[config.mk]
export PLATFORM = sky130hd
export DESIGN_NAME = rr_exe_skid_stage
export DESIGN_NICKNAME = d
export VERILOG_FILES = /design/src/rtl/rr_exe_skid_stage_pkg.sv /design/src/rtl/rr_exe_skid_stage_entry.sv /design/src/rtl/rr_exe_skid_stage.sv
export SDC_FILE = /design/constraint.sdc
export NUM_CORES = 2
export LEC_CHECK = 0
export BUFFER_PORTS_ARGS = -buffer_cell sky130_fd_sc_hd__buf_2
export CORE_MARGIN = 8
export CORE_UTILIZATION = 57
export DETAILED_ROUTE_END_ITERATION = 8
export PLACE_DENSITY = 0.8
export SLEW_MARGIN = 20
export SYNTH_ARGS = -nofsm -noshare
export SYNTH_HDL_FRONTEND = slang
export SYNTH_HIERARCHICAL = 1
export SYNTH_SLANG_ARGS = --single-unit
export TNS_END_PERCENT = 1
[constraint.sdc]
create_clock -name CLK -period 9.4 [get_ports CLK]
set_input_delay 0.47 -clock CLK [delete_from_list [all_inputs] [get_ports CLK]]
set_output_delay 0.47 -clock CLK [all_outputs]
set_load 0.005 [all_outputs]
[src/rtl/rr_exe_skid_stage_pkg.sv]
// Shared definitions for the RR->EXE skid stage: state encodings,
// the cleared exception-cause value and a state-to-occupancy helper.
package rr_exe_skid_stage_pkg;

    typedef enum logic [1:0] {
        ST_EMPTY = 2'd0,
        ST_ONE   = 2'd1,
        ST_TWO   = 2'd2
    } stage_state_e;

    localparam logic [63:0] XCPT_CAUSE_ZERO = 64'd0;

    // Number of entries held in a given stage state.
    function automatic logic [1:0] state_occupancy(input stage_state_e st);
        logic [1:0] occ;
        case (st)
            ST_EMPTY: occ = 2'd0;
            ST_ONE:   occ = 2'd1;
            ST_TWO:   occ = 2'd2;
            default:  occ = 2'd0;
        endcase
        return occ;
    endfunction

endpackage

[src/rtl/rr_exe_skid_stage_entry.sv]
// One pipeline entry: payload registers, valid flag and a pending flag for
// operands that arrive one cycle after the instruction. Clear beats load,
// load beats late capture.
module rr_exe_skid_stage_entry
    import rr_exe_skid_stage_pkg::*;
#(
    parameter int ADDR_W  = 40,
    parameter int INST_W  = 32,
    parameter int CTRL_W  = 16,
    parameter int CAUSE_W = 64,
    parameter int SRC_W   = 128
) (
    input  logic               CLK,
    input  logic               RST,
    input  logic               clr_i,
    input  logic               ld_i,
    input  logic               ld_pend_i,
    input  logic [ADDR_W-1:0]  ld_pc_i,
    input  logic [INST_W-1:0]  ld_inst_i,
    input  logic [CTRL_W-1:0]  ld_ctrl_i,
    input  logic               ld_xcpt_i,
    input  logic [CAUSE_W-1:0] ld_cause_i,
    input  logic [SRC_W-1:0]   ld_data_i,
    input  logic               cap_i,
    input  logic [SRC_W-1:0]   cap_data_i,
    output logic               valid_o,
    output logic               pend_o,
    output logic [ADDR_W-1:0]  pc_o,
    output logic [INST_W-1:0]  inst_o,
    output logic [CTRL_W-1:0]  ctrl_o,
    output logic               xcpt_o,
    output logic [CAUSE_W-1:0] cause_o,
    output logic [SRC_W-1:0]   data_o
);

    logic               valid_r;
    logic               pend_r;
    logic [ADDR_W-1:0]  pc_r;
    logic [INST_W-1:0]  inst_r;
    logic [CTRL_W-1:0]  ctrl_r;
    logic               xcpt_r;
    logic [CAUSE_W-1:0] cause_r;
    logic [SRC_W-1:0]   data_r;

    // Entry storage: zeroed when invalid so EXE sees a clean bubble.
    always_ff @(posedge CLK or posedge RST) begin
        if (RST) begin
            valid_r <= 1'b0;
            pend_r  <= 1'b0;
            pc_r    <= '0;
            inst_r  <= '0;
            ctrl_r  <= '0;
            xcpt_r  <= 1'b0;
            cause_r <= CAUSE_W'(XCPT_CAUSE_ZERO);
            data_r  <= '0;
        end else if (clr_i) begin
            valid_r <= 1'b0;
            pend_r  <= 1'b0;
            pc_r    <= '0;
            inst_r  <= '0;
            ctrl_r  <= '0;
            xcpt_r  <= 1'b0;
            cause_r <= CAUSE_W'(XCPT_CAUSE_ZERO);
            data_r  <= '0;
        end else if (ld_i) begin
            valid_r <= 1'b1;
            pend_r  <= ld_pend_i;
            pc_r    <= ld_pc_i;
            inst_r  <= ld_inst_i;
            ctrl_r  <= ld_ctrl_i;
            xcpt_r  <= ld_xcpt_i;
            cause_r <= ld_cause_i;
            data_r  <= ld_data_i;
        end else if (cap_i) begin
            pend_r  <= 1'b0;
            data_r  <= cap_data_i;
        end else begin
            pend_r  <= pend_r;
        end
    end

    assign valid_o = valid_r;
    assign pend_o  = pend_r;
    assign pc_o    = pc_r;
    assign inst_o  = inst_r;
    assign ctrl_o  = ctrl_r;
    assign xcpt_o  = xcpt_r;
    assign cause_o = cause_r;
    assign data_o  = data_r;

endmodule

[src/rtl/rr_exe_skid_stage.sv]
// RR->EXE pipeline stage with a 2-entry skid buffer (head + skid). Upstream
// ready is registered, so no combinational stall path reaches RR. Late
// register-file operands are captured the cycle after the beat and bypassed
// to EXE while the head is still waiting for them.
module rr_exe_skid_stage
    import rr_exe_skid_stage_pkg::*;
#(
    parameter int ADDR_W    = 40,
    parameter int INST_W    = 32,
    parameter int CTRL_W    = 16,
    parameter int DATA_W    = 64,
    parameter int CAUSE_W   = 64,
    parameter int NUM_SRC   = 2,
    parameter int LATE_OPND = 1
) (
    input  logic                      CLK,
    input  logic                      RST,
    input  logic                      flush_p1_i,
    input  logic                      flush_p2_i,
    input  logic                      in_valid_i,
    output logic                      in_ready_o,
    input  logic [ADDR_W-1:0]         in_pc_i,
    input  logic [INST_W-1:0]         in_inst_i,
    input  logic [CTRL_W-1:0]         in_ctrl_i,
    input  logic                      in_xcpt_i,
    input  logic [CAUSE_W-1:0]        in_xcpt_cause_i,
    input  logic [NUM_SRC*DATA_W-1:0] src_data_i,
    output logic                      out_valid_o,
    input  logic                      out_ready_i,
    output logic [ADDR_W-1:0]         out_pc_o,
    output logic [INST_W-1:0]         out_inst_o,
    output logic [CTRL_W-1:0]         out_ctrl_o,
    output logic                      out_xcpt_o,
    output logic [CAUSE_W-1:0]        out_xcpt_cause_o,
    output logic [NUM_SRC*DATA_W-1:0] out_src_data_o,
    output logic [1:0]                occupancy_o
);

    localparam int   SRC_W  = NUM_SRC * DATA_W;
    localparam logic LATE_L = (LATE_OPND != 0);

    stage_state_e state_r, state_nxt_s;
    logic         in_ready_r;
    logic [1:0]   occ_r;

    logic acc_s, pop_s;
    logic head_clr_s, head_ld_s, head_from_skid_s, head_cap_s;
    logic skid_clr_s, skid_ld_s, skid_cap_s;

    logic               head_valid_s, head_pend_s, head_xcpt_s;
    logic [ADDR_W-1:0]  head_pc_s;
    logic [INST_W-1:0]  head_inst_s;
    logic [CTRL_W-1:0]  head_ctrl_s;
    logic [CAUSE_W-1:0] head_cause_s;
    logic [SRC_W-1:0]   head_data_s;

    logic               skid_valid_s, skid_pend_s, skid_xcpt_s;
    logic [ADDR_W-1:0]  skid_pc_s;
    logic [INST_W-1:0]  skid_inst_s;
    logic [CTRL_W-1:0]  skid_ctrl_s;
    logic [CAUSE_W-1:0] skid_cause_s;
    logic [SRC_W-1:0]   skid_data_s;

    // Incoming beat as it will be stored: exceptions carry no control bits,
    // late operands are filled in by the following cycle's capture.
    logic [CTRL_W-1:0]  inc_ctrl_s;
    logic [SRC_W-1:0]   inc_data_s;
    logic               inc_pend_s;

    // Head load source: incoming beat, or the skid entry moving forward.
    logic [ADDR_W-1:0]  hld_pc_s;
    logic [INST_W-1:0]  hld_inst_s;
    logic [CTRL_W-1:0]  hld_ctrl_s;
    logic               hld_xcpt_s;
    logic [CAUSE_W-1:0] hld_cause_s;
    logic [SRC_W-1:0]   hld_data_s;
    logic               hld_pend_s;

    assign acc_s = in_valid_i & in_ready_r;
    assign pop_s = head_valid_s & out_ready_i;

    assign inc_ctrl_s = in_xcpt_i ? {CTRL_W{1'b0}} : in_ctrl_i;
    assign inc_data_s = LATE_L ? {SRC_W{1'b0}} : src_data_i;
    assign inc_pend_s = LATE_L;

    assign hld_pc_s    = head_from_skid_s ? skid_pc_s    : in_pc_i;
    assign hld_inst_s  = head_from_skid_s ? skid_inst_s  : in_inst_i;
    assign hld_ctrl_s  = head_from_skid_s ? skid_ctrl_s  : inc_ctrl_s;
    assign hld_xcpt_s  = head_from_skid_s ? skid_xcpt_s  : in_xcpt_i;
    assign hld_cause_s = head_from_skid_s ? skid_cause_s : in_xcpt_cause_i;
    // A skid entry still waiting for operands takes them on its way to head.
    assign hld_data_s  = head_from_skid_s ? (skid_pend_s ? src_data_i : skid_data_s) : inc_data_s;
    assign hld_pend_s  = head_from_skid_s ? 1'b0 : inc_pend_s;

    // Next-state and entry control: p1 flush, then p2 flush, then handshake.
    always_comb begin
        state_nxt_s      = state_r;
        head_clr_s       = 1'b0;
        head_ld_s        = 1'b0;
        head_from_skid_s = 1'b0;
        skid_clr_s       = 1'b0;
        skid_ld_s        = 1'b0;
        head_cap_s       = head_pend_s;
        skid_cap_s       = skid_pend_s;
        if (flush_p1_i) begin
            state_nxt_s = ST_EMPTY;
            head_clr_s  = 1'b1;
            skid_clr_s  = 1'b1;
        end else if (flush_p2_i) begin
            skid_clr_s = 1'b1;
            if (head_valid_s && !out_ready_i) begin
                state_nxt_s = ST_ONE;
            end else begin
                state_nxt_s = ST_EMPTY;
                head_clr_s  = 1'b1;
            end
        end else begin
            case (state_r)
                ST_EMPTY: begin
                    if (acc_s) begin
                        head_ld_s   = 1'b1;
                        state_nxt_s = ST_ONE;
                    end else begin
                        state_nxt_s = ST_EMPTY;
                    end
                end
                ST_ONE: begin
                    if (acc_s && pop_s) begin
                        head_ld_s   = 1'b1;
                        state_nxt_s = ST_ONE;
                    end else if (acc_s) begin
                        skid_ld_s   = 1'b1;
                        state_nxt_s = ST_TWO;
                    end else if (pop_s) begin
                        head_clr_s  = 1'b1;
                        state_nxt_s = ST_EMPTY;
                    end else begin
                        state_nxt_s = ST_ONE;
                    end
                end
                ST_TWO: begin
                    if (pop_s && skid_valid_s) begin
                        head_ld_s        = 1'b1;
                        head_from_skid_s = 1'b1;
                        skid_clr_s       = 1'b1;
                        state_nxt_s      = ST_ONE;
                    end else if (pop_s) begin
                        // Skid unexpectedly empty: recover to a clean EMPTY.
                        head_clr_s  = 1'b1;
                        state_nxt_s = ST_EMPTY;
                    end else begin
                        state_nxt_s = ST_TWO;
                    end
                end
                default: begin
                    head_clr_s  = 1'b1;
                    skid_clr_s  = 1'b1;
                    state_nxt_s = ST_EMPTY;
                end
            endcase
        end
    end

    // Stage state, registered upstream ready and registered occupancy.
    always_ff @(posedge CLK or posedge RST) begin
        if (RST) begin
            state_r    <= ST_EMPTY;
            in_ready_r <= 1'b1;
            occ_r      <= 2'd0;
        end else begin
            state_r    <= state_nxt_s;
            in_ready_r <= (state_nxt_s != ST_TWO);
            occ_r      <= state_occupancy(state_nxt_s);
        end
    end

    rr_exe_skid_stage_entry #(
        .ADDR_W (ADDR_W), .INST_W (INST_W), .CTRL_W (CTRL_W),
        .CAUSE_W(CAUSE_W), .SRC_W (SRC_W)
    ) u_head (
        .CLK       (CLK),
        .RST       (RST),
        .clr_i     (head_clr_s),
        .ld_i      (head_ld_s),
        .ld_pend_i (hld_pend_s),
        .ld_pc_i   (hld_pc_s),
        .ld_inst_i (hld_inst_s),
        .ld_ctrl_i (hld_ctrl_s),
        .ld_xcpt_i (hld_xcpt_s),
        .ld_cause_i(hld_cause_s),
        .ld_data_i (hld_data_s),
        .cap_i     (head_cap_s),
        .cap_data_i(src_data_i),
        .valid_o   (head_valid_s),
        .pend_o    (head_pend_s),
        .pc_o      (head_pc_s),
        .inst_o    (head_inst_s),
        .ctrl_o    (head_ctrl_s),
        .xcpt_o    (head_xcpt_s),
        .cause_o   (head_cause_s),
        .data_o    (head_data_s)
    );

    rr_exe_skid_stage_entry #(
        .ADDR_W (ADDR_W), .INST_W (INST_W), .CTRL_W (CTRL_W),
        .CAUSE_W(CAUSE_W), .SRC_W (SRC_W)
    ) u_skid (
        .CLK       (CLK),
        .RST       (RST),
        .clr_i     (skid_clr_s),
        .ld_i      (skid_ld_s),
        .ld_pend_i (inc_pend_s),
        .ld_pc_i   (in_pc_i),
        .ld_inst_i (in_inst_i),
        .ld_ctrl_i (inc_ctrl_s),
        .ld_xcpt_i (in_xcpt_i),
        .ld_cause_i(in_xcpt_cause_i),
        .ld_data_i (inc_data_s),
        .cap_i     (skid_cap_s),
        .cap_data_i(src_data_i),
        .valid_o   (skid_valid_s),
        .pend_o    (skid_pend_s),
        .pc_o      (skid_pc_s),
        .inst_o    (skid_inst_s),
        .ctrl_o    (skid_ctrl_s),
        .xcpt_o    (skid_xcpt_s),
        .cause_o   (skid_cause_s),
        .data_o    (skid_data_s)
    );

    assign in_ready_o       = in_ready_r;
    assign out_valid_o      = head_valid_s;
    assign out_pc_o         = head_pc_s;
    assign out_inst_o       = head_inst_s;
    assign out_ctrl_o       = head_ctrl_s;
    assign out_xcpt_o       = head_xcpt_s;
    assign out_xcpt_cause_o = head_cause_s;
    assign out_src_data_o   = head_pend_s ? src_data_i : head_data_s;
    assign occupancy_o      = occ_r;

endmodule

==> flow_summary.ini <==
[run_status]
status = complete, no violations

[routing]
drt_wl_total_mm = 88.1
wl_per_cell_um = 21.2
dr_wl_met3_mm = 6.66
viasPerCell = 5.65
wl_met1_mm = 36.2
drt_first_pass_iters = 5
drt_iter0_drc = 1453
vias = 23500
top_layer_used = met5
drcViolationCount = 0
met2_length_mm = 42.4
ant_nets = 0

[setup_path]
max_stage_delay_ps = 930
worstSetupPathType = register to register
cp_cell_sequence = and2_1, a311o_2, buf_4, buf_4, a211oi_1
reg2reg_setup_slack_ps = 5720
crit_top_cell = buf_4
r2r_end = u_head/data_o[5]
worstPathMaxFanout = 92
arrival_ps = 4090
cp.required_ps = 9810
setup.worst_path.end_class = register
reg2reg_from = u_head/valid_o
cp-start-kind = register
cpMaxStageDelayCell = buf_4
reg2regPathDepth = 5

[timing]
period_share = 0.392
max_slew_margin = 0.234
min_period_ps = 3680
setup_violations = 0
fmax_mhz = 272
tns_ps = 0
finalClockSkew_ps = 31.0
layout_setup_ws_ps = 5720
drv_slew = 0
rsz0062_at_grt = false
hold_viol = 0
worst_pin_slew_ps = 1150

[power_and_ir_drop]
switchingPower_mw = 1.31
p_int_mw = 4.08
swShare = 0.243
p_total_mw = 5.39
pwr-share-clk = 0.441
p_seq_frac = 0.466
p_per_area_nw_per_um2 = 145
power_frac_comb = 0.093
power.leakage_nw = 16.5
peakVddDrop_uv = 239

[synth]
avgSynthCellArea_sq_um = 11.5
synth_cell_types = 39
ys_ff_latch = 571
synth_top_area_cell = dfrtp_1
ys_seq_area_frac = 0.444
yosysMostFrequentCell = mux2i_1
synthTopCellsByCount = mux2i_1, dfrtp_1, nor2_1
synth_top_area_frac = 0.443
synth-main-ff-cell = dfrtp_1
synth-async-reset-ratio = 1.00
syn_inst = 2797
synth_warnings = 6
synth_edf_count = 0
synth_area_leaders = dfrtp_1, mux2i_1, mux2_4, a211oi_1, nor2b_1
netlist_area_sq_um = 32200

[grt]
grt-ovfl-total = 0
grt_pass1_vias = 24700
grt_pass1_wl_mm = 138
antenna_found_initial = 16
grt_usage = 0.264
grt_start_max_net_pins = 169

[clock_tree]
cts.clk_slew.worst_paths_ps = 60
root_buffer = clkbuf_16
htreeDepth = 2
numCtsBuffers = 60
postCtsSetupBuffers = 0
cts_tree = built
post_cts_resized = 0
clk_path_buf_depth = 3
postCtsHoldBufs = 1
cts_num_sinks = 571
clkLatencyLatePin_ps = 620

[min_path]
hold_path.class = input pin to register
hold_depth = 3
hold_start = in_xcpt_cause_i[48]
hold_path_end = u_skid/cause_o[48]

[layout]
nNetsFinal = 3627
drive_gt1_frac = 0.292
nFillCells = 4185
seq_area_sq_um = 14300
multi_input_area_sq_um = 16600
area_growth_pct = 15.3

[floorplan]
fp.dieW_um = 254
core_area_sq_um = 56100
die_h_um = 254
pin_count = 572
row_count = 87
initial_core_util = 0.574
dieArea_sq_um = 64300

[place]
dp_hpwl_mm = 56.4
port_buffers = 571
place.gp.congestion = 0.890
pre_cts_slack_ps = 5760

[flow_run]
drv_cap = 0
-- registers in the layout (all words and copies together) (netlist names), 2 cells and up --
signal / cells
u_head/ctrl_o: 16
u_skid/cause_o: 64
u_skid/data_o: 128
occupancy_o: 2
u_head/data_o: 128
u_head/inst_o: 32
u_skid/ctrl_o: 16
u_skid/pc_o: 40
state_r: 2
u_skid/inst_o: 32
u_head/cause_o: 64
u_head/pc_o: 40
-- layer usage --
layer  vias to the layer above  track usage
li1                      10800            -
met1                     11700        0.341
met2                       748        0.428
met3                       182       0.0720
met4                        10       0.0907
met5                         -            0
-- through the flow --
| step | cells | instance area, sq um | util | hold WS [ps] |
|---|---|---|---|---|
| 5_1_grt | 4147 | 37100 | 0.662 | 99.2 |
| 4_1_cts | 4139 | 37000 | 0.660 | 79.8 |
| 6_report | 4153 | 37100 | 0.662 | 119 |
| 3_3_place_gp | 4030 | 35000 | 0.625 | 481 |
| 2_1_floorplan | 2924 | 32700 | - | 248 |
| 3_5_place_dp | 4030 | 35000 | 0.625 | 482 |
-- worst max-delay path by stage --
stage	slack [ps]	start	endpoint	cells past startpoint
4_1_cts	5830	u_head/valid_o	u_head/data_o[50]	5
3_5_place_dp	5760	flush_p2_i	u_head/cause_o[43]	7
6_report	5720	u_head/valid_o	u_head/data_o[5]	5
3_3_place_gp	5850	flush_p2_i	u_head/cause_o[33]	7
2_1_floorplan	1120	RST	u_head/cause_o[0]	1
5_1_grt	5560	u_head/valid_o	u_head/data_o[44]	5
-- layout make-up --
cell class,count,area share
diodes,11,0.000742
clock buffers,87,0.0467
well taps,756,0.0255
multi-input cells,2101,0.448
repair buffers,599,0.0865
inverters,7,0.00125
clock inverters,21,0.00610
flip-flops and latches,571,0.385
-- worst max-delay path: cells and delay by family (launching register included) --
family	cells	cell delay (ps)
simple gates	1	340
buf+inv	2	1640
compound gates	2	870
flops	1	440
-- cells by family after synthesis --
logic type | after synthesis | synth area share
AND/OR/NAND/NOR | 731 | 0.108
buffers and inverters | 252 | 0.0552
other | 2 | 0.000233
flip-flops | 571 | 0.444
multiplexers | 971 | 0.329
AO/OA/AOI/OAI | 270 | 0.0628
-- power groups by stage --
stage	registers (mW)	clock network, mW	logic [mW]
floorplan	2.55	0	0.302
global route	2.51	2.52	0.547
CTS	2.51	2.42	0.502
finish	2.51	2.38	0.504
detailed placement	2.55	0	0.498
global placement	2.55	0	0.487
-- placed cells by master, fill, tap and decap left out, types with 2 or more instances in the layout --
cell type / Yosys / layout
dfrtp_1: 570 / 568
inv_8: 0 / 2
nor2_1: 440 / 440
buf_16: 0 / 2
nand2_1: 5 / 5
or3b_1: 2 / 2
nor3_1: 2 / 2
o22ai_1: 2 / 2
bufinv_16: 0 / 4
a211oi_1: 256 / 256
mux2_4: 140 / 140
inv_1: 5 / 3
a21oi_1: 5 / 4
clkbuf_1: 110 / 14
clkbuf_8: 0 / 13
buf_12: 33 / 7
inv_6: 0 / 2
dfrtp_4: 0 / 2
conb_1: 2 / 129
nor2b_1: 272 / 272
inv_4: 0 / 2
buf_2: 40 / 571
mux2i_1: 690 / 690
clkinv_2: 0 / 13
diode_2: 0 / 11
buf_6: 11 / 3
mux2_2: 141 / 141
clkbuf_16: 0 / 60
buf_4: 37 / 15
(Power assumes the default switching activity.)
